--- config.mk ---
export PLATFORM = sky130hd
export DESIGN_NAME = jk_bank_arbiter_flat
export DESIGN_NICKNAME = d
export VERILOG_FILES = /design/src/rtl/jk_bank_arbiter_if.sv /design/src/rtl/jk_bank_arbiter.sv /design/src/flat_wrapper.sv
export SDC_FILE = /design/constraint.sdc
export NUM_CORES = 1
export LEC_CHECK = 0
export BUFFER_PORTS_ARGS = -buffer_cell sky130_fd_sc_hd__buf_2
export CAP_MARGIN = 5
export CORE_ASPECT_RATIO = 1.25
export CORE_MARGIN = 5
export CORE_UTILIZATION = 35
export DETAILED_ROUTE_END_ITERATION = 8
export GPL_ROUTABILITY_DRIVEN = 0
export PLACE_DENSITY_LB_ADDON = 0.08
export SLEW_MARGIN = 20
export SYNTH_ARGS = -nofsm -noshare
export SYNTH_HDL_FRONTEND = slang
export SYNTH_SLANG_ARGS = --single-unit
--- constraint.sdc ---
create_clock -name clk -period 2.7 [get_ports clk]
set_input_delay 0.405 -clock clk [delete_from_list [all_inputs] [get_ports clk]]
set_output_delay 0.405 -clock clk [all_outputs]
set_load 0.02 [all_outputs]
--- src/rtl/jk_bank_arbiter_if.sv ---
// ---------------------------------------------------------------------------
// jk_bank_arbiter_if
// Purpose : command/grant bundle between the control agents and the shared
//           JK flip-flop bank arbiter.
// Signals :
//   req_i    [NUM_REQ]        per-requester command valid, held until granted
//   idx_i    [NUM_REQ*IDX_W]  per-requester target FF index (slice r = req r)
//   j_i/k_i  [NUM_REQ]        per-requester J and K
//   freeze_i                  stop granting, drain, then hold the bank
//   gnt_o    [NUM_REQ]        one-hot combinational grant
//   frozen_o                  bank is halted
//   q_o      [NUM_FF]         bank state
// Modports: master = requester side, slave = arbiter side.
// ---------------------------------------------------------------------------
interface jk_bank_arbiter_if #(
  parameter int NUM_REQ = 4,
  parameter int NUM_FF  = 8,
  parameter int IDX_W   = 3
);
  logic [NUM_REQ-1:0]       req_i;
  logic [NUM_REQ*IDX_W-1:0] idx_i;
  logic [NUM_REQ-1:0]       j_i;
  logic [NUM_REQ-1:0]       k_i;
  logic                     freeze_i;
  logic [NUM_REQ-1:0]       gnt_o;
  logic                     frozen_o;
  logic [NUM_FF-1:0]        q_o;

  modport master (
    output req_i, idx_i, j_i, k_i, freeze_i,
    input  gnt_o, frozen_o, q_o
  );

  modport slave (
    input  req_i, idx_i, j_i, k_i, freeze_i,
    output gnt_o, frozen_o, q_o
  );
endinterface

--- src/rtl/jk_bank_arbiter.sv ---
// ---------------------------------------------------------------------------
// jk_bank_arbiter
// Purpose : shares one bank of NUM_FF JK flip-flops between NUM_REQ
//           requesters. A round-robin arbiter grants one command per cycle;
//           the granted command is registered in a stage register and applied
//           to the bank on the following edge. freeze_i drains the stage and
//           then halts the bank.
// Ports   :
//   clk          rising-edge clock
//   rst_n        asynchronous active-low reset
//   bus          jk_bank_arbiter_if.slave (requests, grant, frozen, q)
//   grant_cnt_o  saturating count of accepted commands
//                (present only when JK_ARB_STATS_EN is defined)
// Build option: define JK_ARB_STATS_EN to add the accept counter.
//
// State table
//   state  | meaning
//   RUN    | arbitration active, one grant per cycle
//   DRAIN  | no grants, stage register applies any pending command
//   FROZEN | no grants, bank holds until freeze_i drops
// ---------------------------------------------------------------------------
module jk_bank_arbiter #(
  parameter int NUM_REQ = 4,
  parameter int NUM_FF  = 8,
  parameter int IDX_W   = 3
) (
  input  logic               clk,
  input  logic               rst_n,
  jk_bank_arbiter_if.slave   bus
`ifdef JK_ARB_STATS_EN
  ,
  output logic [15:0]        grant_cnt_o
`endif
);

  localparam int PTR_W = (NUM_REQ > 1) ? $clog2(NUM_REQ) : 1;

  localparam logic [1:0] ST_RUN    = 2'd0;
  localparam logic [1:0] ST_DRAIN  = 2'd1;
  localparam logic [1:0] ST_FROZEN = 2'd2;

  logic [1:0]         state_q;
  logic [1:0]         state_d;
  logic [PTR_W-1:0]   ptr_q;
  logic [PTR_W-1:0]   win;
  logic               win_vld;
  logic [NUM_REQ-1:0] gnt;
  logic               accept;

  logic               stg_vld_q;
  logic [IDX_W-1:0]   stg_idx_q;
  logic               stg_j_q;
  logic               stg_k_q;

  logic [NUM_FF-1:0]  q_q;

  // ---------------- FSM ----------------
  always_comb begin
    state_d = state_q;
    unique case (state_q)
      ST_RUN:    if (bus.freeze_i) state_d = ST_DRAIN;
      // a freeze pulse that is already gone by the end of DRAIN goes
      // straight back to RUN
      ST_DRAIN:  state_d = bus.freeze_i ? ST_FROZEN : ST_RUN;
      ST_FROZEN: if (!bus.freeze_i) state_d = ST_RUN;
      default:   state_d = ST_RUN;
    endcase
  end

  always_ff @(posedge clk or negedge rst_n) begin
    if (!rst_n) state_q <= ST_RUN;
    else        state_q <= state_d;
  end

  // ---------------- round-robin search ----------------
  // Scan from the pointer upward, wrapping; the first requester found wins.
  always_comb begin
    win_vld = 1'b0;
    win     = '0;
    for (int i = 0; i < NUM_REQ; i++) begin
      if (!win_vld && bus.req_i[(int'(ptr_q) + i) % NUM_REQ]) begin
        win_vld = 1'b1;
        win     = PTR_W'((int'(ptr_q) + i) % NUM_REQ);
      end
    end
  end

  // Grant is forced low during reset even though the FSM already sits in RUN.
  always_comb begin
    gnt = '0;
    if (rst_n && (state_q == ST_RUN) && win_vld) gnt = NUM_REQ'(1) << win;
  end

  // a grant is only ever issued to an asserted request
  assign accept = |gnt;

  always_ff @(posedge clk or negedge rst_n) begin
    if (!rst_n) begin
      ptr_q <= '0;
    end else if (accept) begin
      ptr_q <= (win == PTR_W'(NUM_REQ - 1)) ? '0 : win + PTR_W'(1);
    end
  end

  // ---------------- stage register ----------------
  always_ff @(posedge clk or negedge rst_n) begin
    if (!rst_n) begin
      stg_vld_q <= 1'b0;
      stg_idx_q <= '0;
      stg_j_q   <= 1'b0;
      stg_k_q   <= 1'b0;
    end else begin
      stg_vld_q <= accept;
      if (accept) begin
        stg_idx_q <= bus.idx_i[int'(win)*IDX_W +: IDX_W];
        stg_j_q   <= bus.j_i[win];
        stg_k_q   <= bus.k_i[win];
      end
    end
  end

  // ---------------- JK bank ----------------
  // Per-FF index decode: an index at or beyond NUM_FF matches no flop and is
  // silently dropped.
  always_ff @(posedge clk or negedge rst_n) begin
    if (!rst_n) begin
      q_q <= '0;
    end else begin
      for (int f = 0; f < NUM_FF; f++) begin
        if (stg_vld_q && (stg_idx_q == IDX_W'(f))) begin
          unique case ({stg_j_q, stg_k_q})
            2'b01:   q_q[f] <= 1'b0;
            2'b10:   q_q[f] <= 1'b1;
            2'b11:   q_q[f] <= ~q_q[f];
            default: q_q[f] <= q_q[f];
          endcase
        end
      end
    end
  end

`ifdef JK_ARB_STATS_EN
  logic [15:0] stat_cnt_q;

  always_ff @(posedge clk or negedge rst_n) begin
    if (!rst_n) begin
      stat_cnt_q <= '0;
    end else if (accept && (stat_cnt_q != 16'hFFFF)) begin
      stat_cnt_q <= stat_cnt_q + 16'd1;
    end
  end

  assign grant_cnt_o = stat_cnt_q;
`endif

  assign bus.gnt_o    = gnt;
  assign bus.frozen_o = (state_q == ST_FROZEN);
  assign bus.q_o      = q_q;

endmodule
--- src/flat_wrapper.sv ---
// flat-port wrapper written by rule: the top's interface ports become plain ports
module jk_bank_arbiter_flat 
#(
  parameter int NUM_REQ = 4,
  parameter int NUM_FF  = 8,
  parameter int IDX_W   = 3
)
  (clk, rst_n, bus_req_i, bus_idx_i, bus_j_i, bus_k_i, bus_freeze_i, bus_gnt_o, bus_frozen_o, bus_q_o);
  jk_bank_arbiter_if #(.NUM_REQ(NUM_REQ), .NUM_FF(NUM_FF), .IDX_W(IDX_W)) bus_i ();
  input  logic clk;
  input  logic rst_n;
  input wire logic [$bits(bus_i.req_i)-1:0] bus_req_i;
  input wire logic [$bits(bus_i.idx_i)-1:0] bus_idx_i;
  input wire logic [$bits(bus_i.j_i)-1:0] bus_j_i;
  input wire logic [$bits(bus_i.k_i)-1:0] bus_k_i;
  input wire logic [$bits(bus_i.freeze_i)-1:0] bus_freeze_i;
  output wire logic [$bits(bus_i.gnt_o)-1:0] bus_gnt_o;
  output wire logic [$bits(bus_i.frozen_o)-1:0] bus_frozen_o;
  output wire logic [$bits(bus_i.q_o)-1:0] bus_q_o;
  assign bus_i.req_i = bus_req_i;
  assign bus_i.idx_i = bus_idx_i;
  assign bus_i.j_i = bus_j_i;
  assign bus_i.k_i = bus_k_i;
  assign bus_i.freeze_i = bus_freeze_i;
  assign bus_gnt_o = bus_i.gnt_o;
  assign bus_frozen_o = bus_i.frozen_o;
  assign bus_q_o = bus_i.q_o;
  jk_bank_arbiter #(.NUM_REQ(NUM_REQ), .NUM_FF(NUM_FF), .IDX_W(IDX_W)) u_core (.clk(clk), .rst_n(rst_n), .bus(bus_i));
endmodule
## Yosys cells after proc, flatten, opt, wreduce, memory -nomap -nowiden

Index checks and enable logic that the tools add are counted.

| word-level totals | value |
|---|---|
| bits in registers | 18 |
| input port bits | 27 |
| output and inout bits | 13 |
| word-level logic and storage cells | 121 |

| operators by class | value |
|---|---|
| order comparisons | 5 |
| shift operators | 2 |
| add/subtract/negate cells | 4 |
| multipliers | 1 |
| multiplexer cells | 37 |
| equal/unequal tests | 15 |
| reductions and logical operators | 32 |
| bitwise operators | 11 |

Operator list:

| cell | number |
|---|---|
| variable part select 12 x 32 -> 3 bit | 1 |
| case mux 1 bit (3 select lines) | 8 |
| AND reduction 2 bit | 9 |
| 2-to-1 mux 2 bit | 8 |
| logical AND 1 bit | 13 |
| 2-to-1 mux 1 bit | 13 |
| binary-select mux 1 bit (select 2 bit) | 6 |
| == test 3 bit, second input constant | 4 |
| less-than comparator 3 x 4 -> 1 bit, second input constant | 3 |
| == test 2 bit, second input constant | 4 |
| inverter 1 bit | 8 |
| == test 3 x 2 -> 1 bit, second input constant | 2 |
| less-than comparator 2 x 3 -> 1 bit, second input constant | 2 |
| case mux 2 bit (3 select lines) | 1 |
| OR reduction 2 bit | 3 |
| adder 2 x 1 -> 2 bit, second input constant | 2 |
| adder 2 bit, second input constant | 2 |
| == test 2 x 1 -> 1 bit, second input constant | 2 |
| multiplier 2 x 2 -> 4 bit, second input constant | 1 |
| 2-to-1 mux 4 bit | 1 |
| != test 2 bit, second input constant | 2 |
| OR reduction 4 bit | 1 |
| << shifter 1 x 2 -> 4 bit, first input constant | 1 |
| bitwise AND 1 bit, first input constant | 3 |
| 5 further kinds | 7 |

## Depth between registers and ports, before layout

| depth | value |
|---|---|
| depth after elaboration | 17 |
| depth in mapped cells | 12 |
| mapped depth without buffers | 10 |

## Least setup slack after synthesis

No wires, ideal clock.

| timing path | value |
|---|---|
| path type | input to register |
| start point | input bus_req_i[2] |
| end point | register u_core.ptr_q[1] |
| data required time | 2.575 ns |
| path buffers | 2 |
| setup time | 0.125 ns |
| stages | 12 |
| path slack | 0.250 ns |
| arrival | 2.325 ns |
| cell sequence | nor2b_1 > a311o_2 > buf_6 > nand2_4 > inv_1 > ha_1 > inv_1 > nand3_1 > a211oi_2 > or2_1 > buf_6 > mux2_4 |

| on the way | value |
|---|---|
| cells in the longest elaborated chain, start to end | 15 |
| elaborated cells on any way between the ends | 32 |
| those cells by class | 1 x add/sub; 1 x eq/ne; 1 x shift; 21 x mux; 8 x reduce/logical |

Ends and longest elaborated chain:

| what | RTL line | source |
|---|---|---|
| start: declaration | flat_wrapper.sv:12 | `input wire logic [$bits(bus_i.req_i)-1:0] bus_req_i;` |
| binary-select mux 1 bit (select 2 bit) | jk_bank_arbiter.sv:81 | `if (!win_vld && bus.req_i[(int'(ptr_q) + i) % NUM_REQ]) begin` |
| 2-to-1 mux 1 bit (not written as such) | jk_bank_arbiter.sv:81 |  |
| 2-to-1 mux 1 bit | jk_bank_arbiter.sv:81 |  |
| zero test 1 bit | jk_bank_arbiter.sv:81 |  |
| logical AND 1 bit | jk_bank_arbiter.sv:81 |  |
| 2-to-1 mux 1 bit | jk_bank_arbiter.sv:81 |  |
| zero test 1 bit | jk_bank_arbiter.sv:81 |  |
| logical AND 1 bit | jk_bank_arbiter.sv:81 |  |
| 2-to-1 mux 1 bit | jk_bank_arbiter.sv:81 |  |
| zero test 1 bit | jk_bank_arbiter.sv:81 |  |
| logical AND 1 bit | jk_bank_arbiter.sv:81 |  |
| 2-to-1 mux 2 bit / 2-to-1 mux 1 bit (equally long branches) | jk_bank_arbiter.sv:81 |  |
| << shifter 1 x 2 -> 4 bit / logical AND 1 bit (equally long branches) | jk_bank_arbiter.sv:91 | `if (rst_n && (state_q == ST_RUN) && win_vld) gnt = NUM_REQ'(1) << win;` |
| 2-to-1 mux 4 bit | jk_bank_arbiter.sv:91 |  |
| OR reduction 4 bit | jk_bank_arbiter.sv:95 | `assign accept = \|gnt;` |
| end signal: assignment | jk_bank_arbiter.sv:101 | `ptr_q <= (win == PTR_W'(NUM_REQ - 1)) ? '0 : win + PTR_W'(1);` |
| end: declaration | jk_bank_arbiter.sv:44 | `logic [PTR_W-1:0] ptr_q;` |

Several ways; a longest one is shown, not always the timed one. The select of a mux whose other input is x is not followed.
A chain may end at the register's enable or synchronous reset.

## Worst setup path after layout

| timing path | value |
|---|---|
| start point | register u_core.ptr_q[1] |
| end point | output bus_gnt_o[2] |

| on the way | value |
|---|---|
| cells in the longest elaborated chain, start to end | 14 |
| elaborated cells on any way between the ends | 31 |
| those cells by class | 3 x add/sub; 1 x shift; 20 x mux; 7 x reduce/logical |

Ends and longest elaborated chain:

| what | RTL line | source |
|---|---|---|
| adder 2 x 1 -> 2 bit / binary-select mux 1 bit (select 2 bit) (equally long branches) | jk_bank_arbiter.sv:81, jk_bank_arbiter.sv:83 |  |
| binary-select mux 1 bit (select 2 bit) / 2-to-1 mux 1 bit (equally long branches) | jk_bank_arbiter.sv:81 |  |
| 2-to-1 mux 1 bit (not written as such) | jk_bank_arbiter.sv:81 |  |
| 2-to-1 mux 1 bit (not written as such) / zero test 1 bit (equally long branches) | jk_bank_arbiter.sv:81 |  |
| logical AND 1 bit | jk_bank_arbiter.sv:81 |  |
| 2-to-1 mux 1 bit | jk_bank_arbiter.sv:81 |  |
| zero test 1 bit | jk_bank_arbiter.sv:81 |  |
| logical AND 1 bit | jk_bank_arbiter.sv:81 |  |
| 2-to-1 mux 1 bit | jk_bank_arbiter.sv:81 |  |
| zero test 1 bit | jk_bank_arbiter.sv:81 |  |
| logical AND 1 bit | jk_bank_arbiter.sv:81 |  |
| 2-to-1 mux 2 bit / 2-to-1 mux 1 bit (equally long branches) | jk_bank_arbiter.sv:81 |  |
| << shifter 1 x 2 -> 4 bit / logical AND 1 bit (equally long branches) | jk_bank_arbiter.sv:91 |  |
| 2-to-1 mux 4 bit * | jk_bank_arbiter.sv:91 |  |
| end: declaration | flat_wrapper.sv:17 | `output wire logic [$bits(bus_i.gnt_o)-1:0] bus_gnt_o;` |

Every way passes the cells marked *; elsewhere a longest branch is shown, timed or not. The select of a mux whose other input is x is not followed.

==> results.sh <==
export IMPL_drtIter0Drc=48
export IMPL_max_slew_margin_rel=0.7576
export IMPL_clk_pin_slew_ns=0.06
export IMPL_final_util=0.4460
export IMPL_multi_input_area_sq_um=636.9
export IMPL_via_count=1133
export IMPL_ys_ff_latch=18
export IMPL_syn_to_final_growth_pct=22.36
export IMPL_max_freq_mhz=406.9
export IMPL_synth_seq_area_share=0.3834
export IMPL_rsz0062_at_grt="false"
export IMPL_io_pins=40
export IMPL_insertion_delay_ns=0.25
export IMPL_drv_cap=0
export IMPL_cts_root_buf="clkbuf_8"
export IMPL_dr_pass1_iters=4
export IMPL_syn_num_nets=164
export IMPL_layout_common_cells="buf_2 (39), dfrtp_1 (18), nor2_1 (12), inv_1 (10), a31oi_1 (10)"
export IMPL_die_x_um=61.82
export IMPL_die_y_um=74.78
export IMPL_report_power_total_mw=1.383
export IMPL_numCtsBuffers=3
export IMPL_cts_tree="built"
export IMPL_holdBufCountCts=0
export IMPL_ctsLongestPathBuffers=2
export IMPL_diodes=0
export IMPL_final_setup_tns_ns=0
export IMPL_fp_coreArea_sq_um=3223
export IMPL_cp_arrival_ns=2.05
export IMPL_crit_path_max_fanout=8
export IMPL_setup_viol=0
export IMPL_worstMarginPinSlew_ns=0.3637
export IMPL_finalHoldViolCount=0
export IMPL_core_rowCount=23
export IMPL_grt_ovfl_total=0
export IMPL_fin_crit_sh=0.9103
export IMPL_required_ns=2.30
export IMPL_period_needed_ns=2.458
export IMPL_register_area_sq_um=450.4
export IMPL_grt_pass1_vias=1172
export IMPL_antenna_left=0
export IMPL_nFillCells=339
export IMPL_start_util=0.3645
export IMPL_avgSynthCellArea_sq_um=8.768
export IMPL_ys_types=37
export IMPL_die_area_sq_um=4623
export IMPL_avgViaCountPerCell=5.421
export IMPL_htreeDepth=1
export IMPL_wl_per_cell_um=13.34
export IMPL_hold_path_class="primary input to async pin"
export IMPL_cts_setup_buffers=0
export IMPL_synth_cells=134
export IMPL_fin_hold_ws_ns=0.1305
export IMPL_cts_repair_resized=0
export IMPL_path_class="flip-flop to output port"
export IMPL_power_density_nw_per_um2=961.9
export IMPL_final_nets=204
export IMPL_wl_um=2789
export IMPL_worst_slack_ns=0.2421
export IMPL_dp_hpwl_um=2283
export IMPL_end_kind="output port"
export IMPL_status="completed"
export IMPL_drc=0
export IMPL_yosysWarnings=0
export IMPL_pre_cts_ws_ns=0.2056
export IMPL_cts_sinks=18
export IMPL_grt_max_degree=19
export IMPL_skew_ns=0.001362
export IMPL_grt_pass1_wl_um=4974
export IMPL_critPathLaunchType="flip-flop"
export IMPL_drive_gt1_frac=0.3140
export IMPL_max_vdd_ir_drop_uv=406.0
export IMPL_grt_antenna_before_repair=0
export IMPL_port_buffers=39
export IMPL_leakagePower_nw=0.7084
export IMPL_drv_slew=0
export IMPL_grt_use_total=0.1400
export IMPL_syn_area_sq_um=1175
export IMPL_layout_commonest_cell="buf_2"
==> flip-flops by register name, indices dropped and copies added (netlist names) <==
signal / count
u_core.bus.q_o: 8
u_core.stg_idx_q: 3
u_core.state_q: 2
u_core.stg_vld_q: 1
u_core.stg_k_q: 1
u_core.ptr_q: 2
u_core.stg_j_q: 1
==> worst max-delay path, stage by stage, from the launching register on <==
cell	delay (ns)
dfrtp_1	0.44
nand2b_1	0.21
and3_1	0.20
nor3_4	0.34
inv_2	0.13
ha_1	0.20
inv_1	0.07
nor2_1	0.05
buf_2	0.17
==> synth_stat cells (all sizes together) <==
cell type / number / area share
clkbuf: 4 / 0.013
mux2: 1 / 0.013
nand3: 4 / 0.017
a211oi: 9 / 0.062
nor3b: 1 / 0.0064
nor2: 12 / 0.038
a311oi: 1 / 0.0075
a21o: 1 / 0.0064
buf: 3 / 0.023
o21a: 1 / 0.0064
a21boi: 2 / 0.013
dfrtp: 18 / 0.38
a21oi: 3 / 0.013
o31ai: 6 / 0.043
ha: 3 / 0.032
or2: 1 / 0.0053
a41oi: 1 / 0.0075
nand2b: 2 / 0.011
inv: 12 / 0.038
o21ai: 8 / 0.034
nand2: 6 / 0.026
a31oi: 10 / 0.053
o41ai: 1 / 0.0075
a311o: 1 / 0.0096
or4: 2 / 0.013
and3: 9 / 0.048
nor3: 4 / 0.027
and2: 2 / 0.011
nor2b: 6 / 0.034
==> kinds of logic (layout without fill, tap and decap cells) <==
kind of cell	after synthesis	after routing	share of synthesized area
muxes	1	1	0.01278
and+or+nand+nor	49	49	0.2354
buffers and inverters	19	57	0.07454
adders and majority gates	3	3	0.03195
DFF	18	18	0.3834
AOI/OAI and AO/OA	44	44	0.2620
==> where the power goes <==
group | switching [mW] | internal (mW)
Sequential | 0.139 | 0.383
Combinational | 0.399 | 0.281
Clock | 0.0809 | 0.0988
Total | 0.620 | 0.763
==> layout make-up <==
| type | instances | area share |
|---|---|---|
| well taps | 37 | 0.03220 |
| multi-input cells | 97 | 0.4430 |
| repair buffers | 42 | 0.1514 |
| clock buffers | 3 | 0.02872 |
| flip-flops and latches | 18 | 0.3133 |
| inverters | 12 | 0.03133 |
==> per-layer routing <==
metal | track usage | vias up | share of wire | routed length, um
li1 | - | 567 | - | -
met1 | 0.1644 | 526 | 0.42 | 1185
met2 | 0.2503 | 38 | 0.51 | 1418
met3 | 0.01372 | 2 | 0.053 | 149
met4 | 0.06368 | 0 | 0.013 | 36
met5 | 0 | - | 0 | 0
==> worst paths after layout <==
kind / start / endpoint / slack (ns) / cells past startpoint
min in group clk: bus_freeze_i / u_core.state_q[1] / 0.38 / 2
max: u_core.ptr_q[1] / bus_gnt_o[2] / 0.24 / 8
max reg2reg: u_core.ptr_q[1] / u_core.ptr_q[1] / 0.27 / 10
max in group asynchronous: rst_n / u_core.ptr_q[0] / 2.37 / 2
min reg2reg: u_core.bus.q_o[0] / u_core.bus.q_o[0] / 0.48 / 1
min: rst_n / u_core.state_q[1] / 0.13 / 2
==> per-stage QoR <==
| stage | area [sq um] | std cells |
|---|---|---|
| floorplan | 1175 | 134 |
| global placement | 1396 | 206 |
| detailed placement | 1396 | 206 |
| CTS | 1438 | 209 |
| global route | 1438 | 209 |
| finish | 1438 | 209 |
Note: power is estimated with default switching activity, not from simulation.
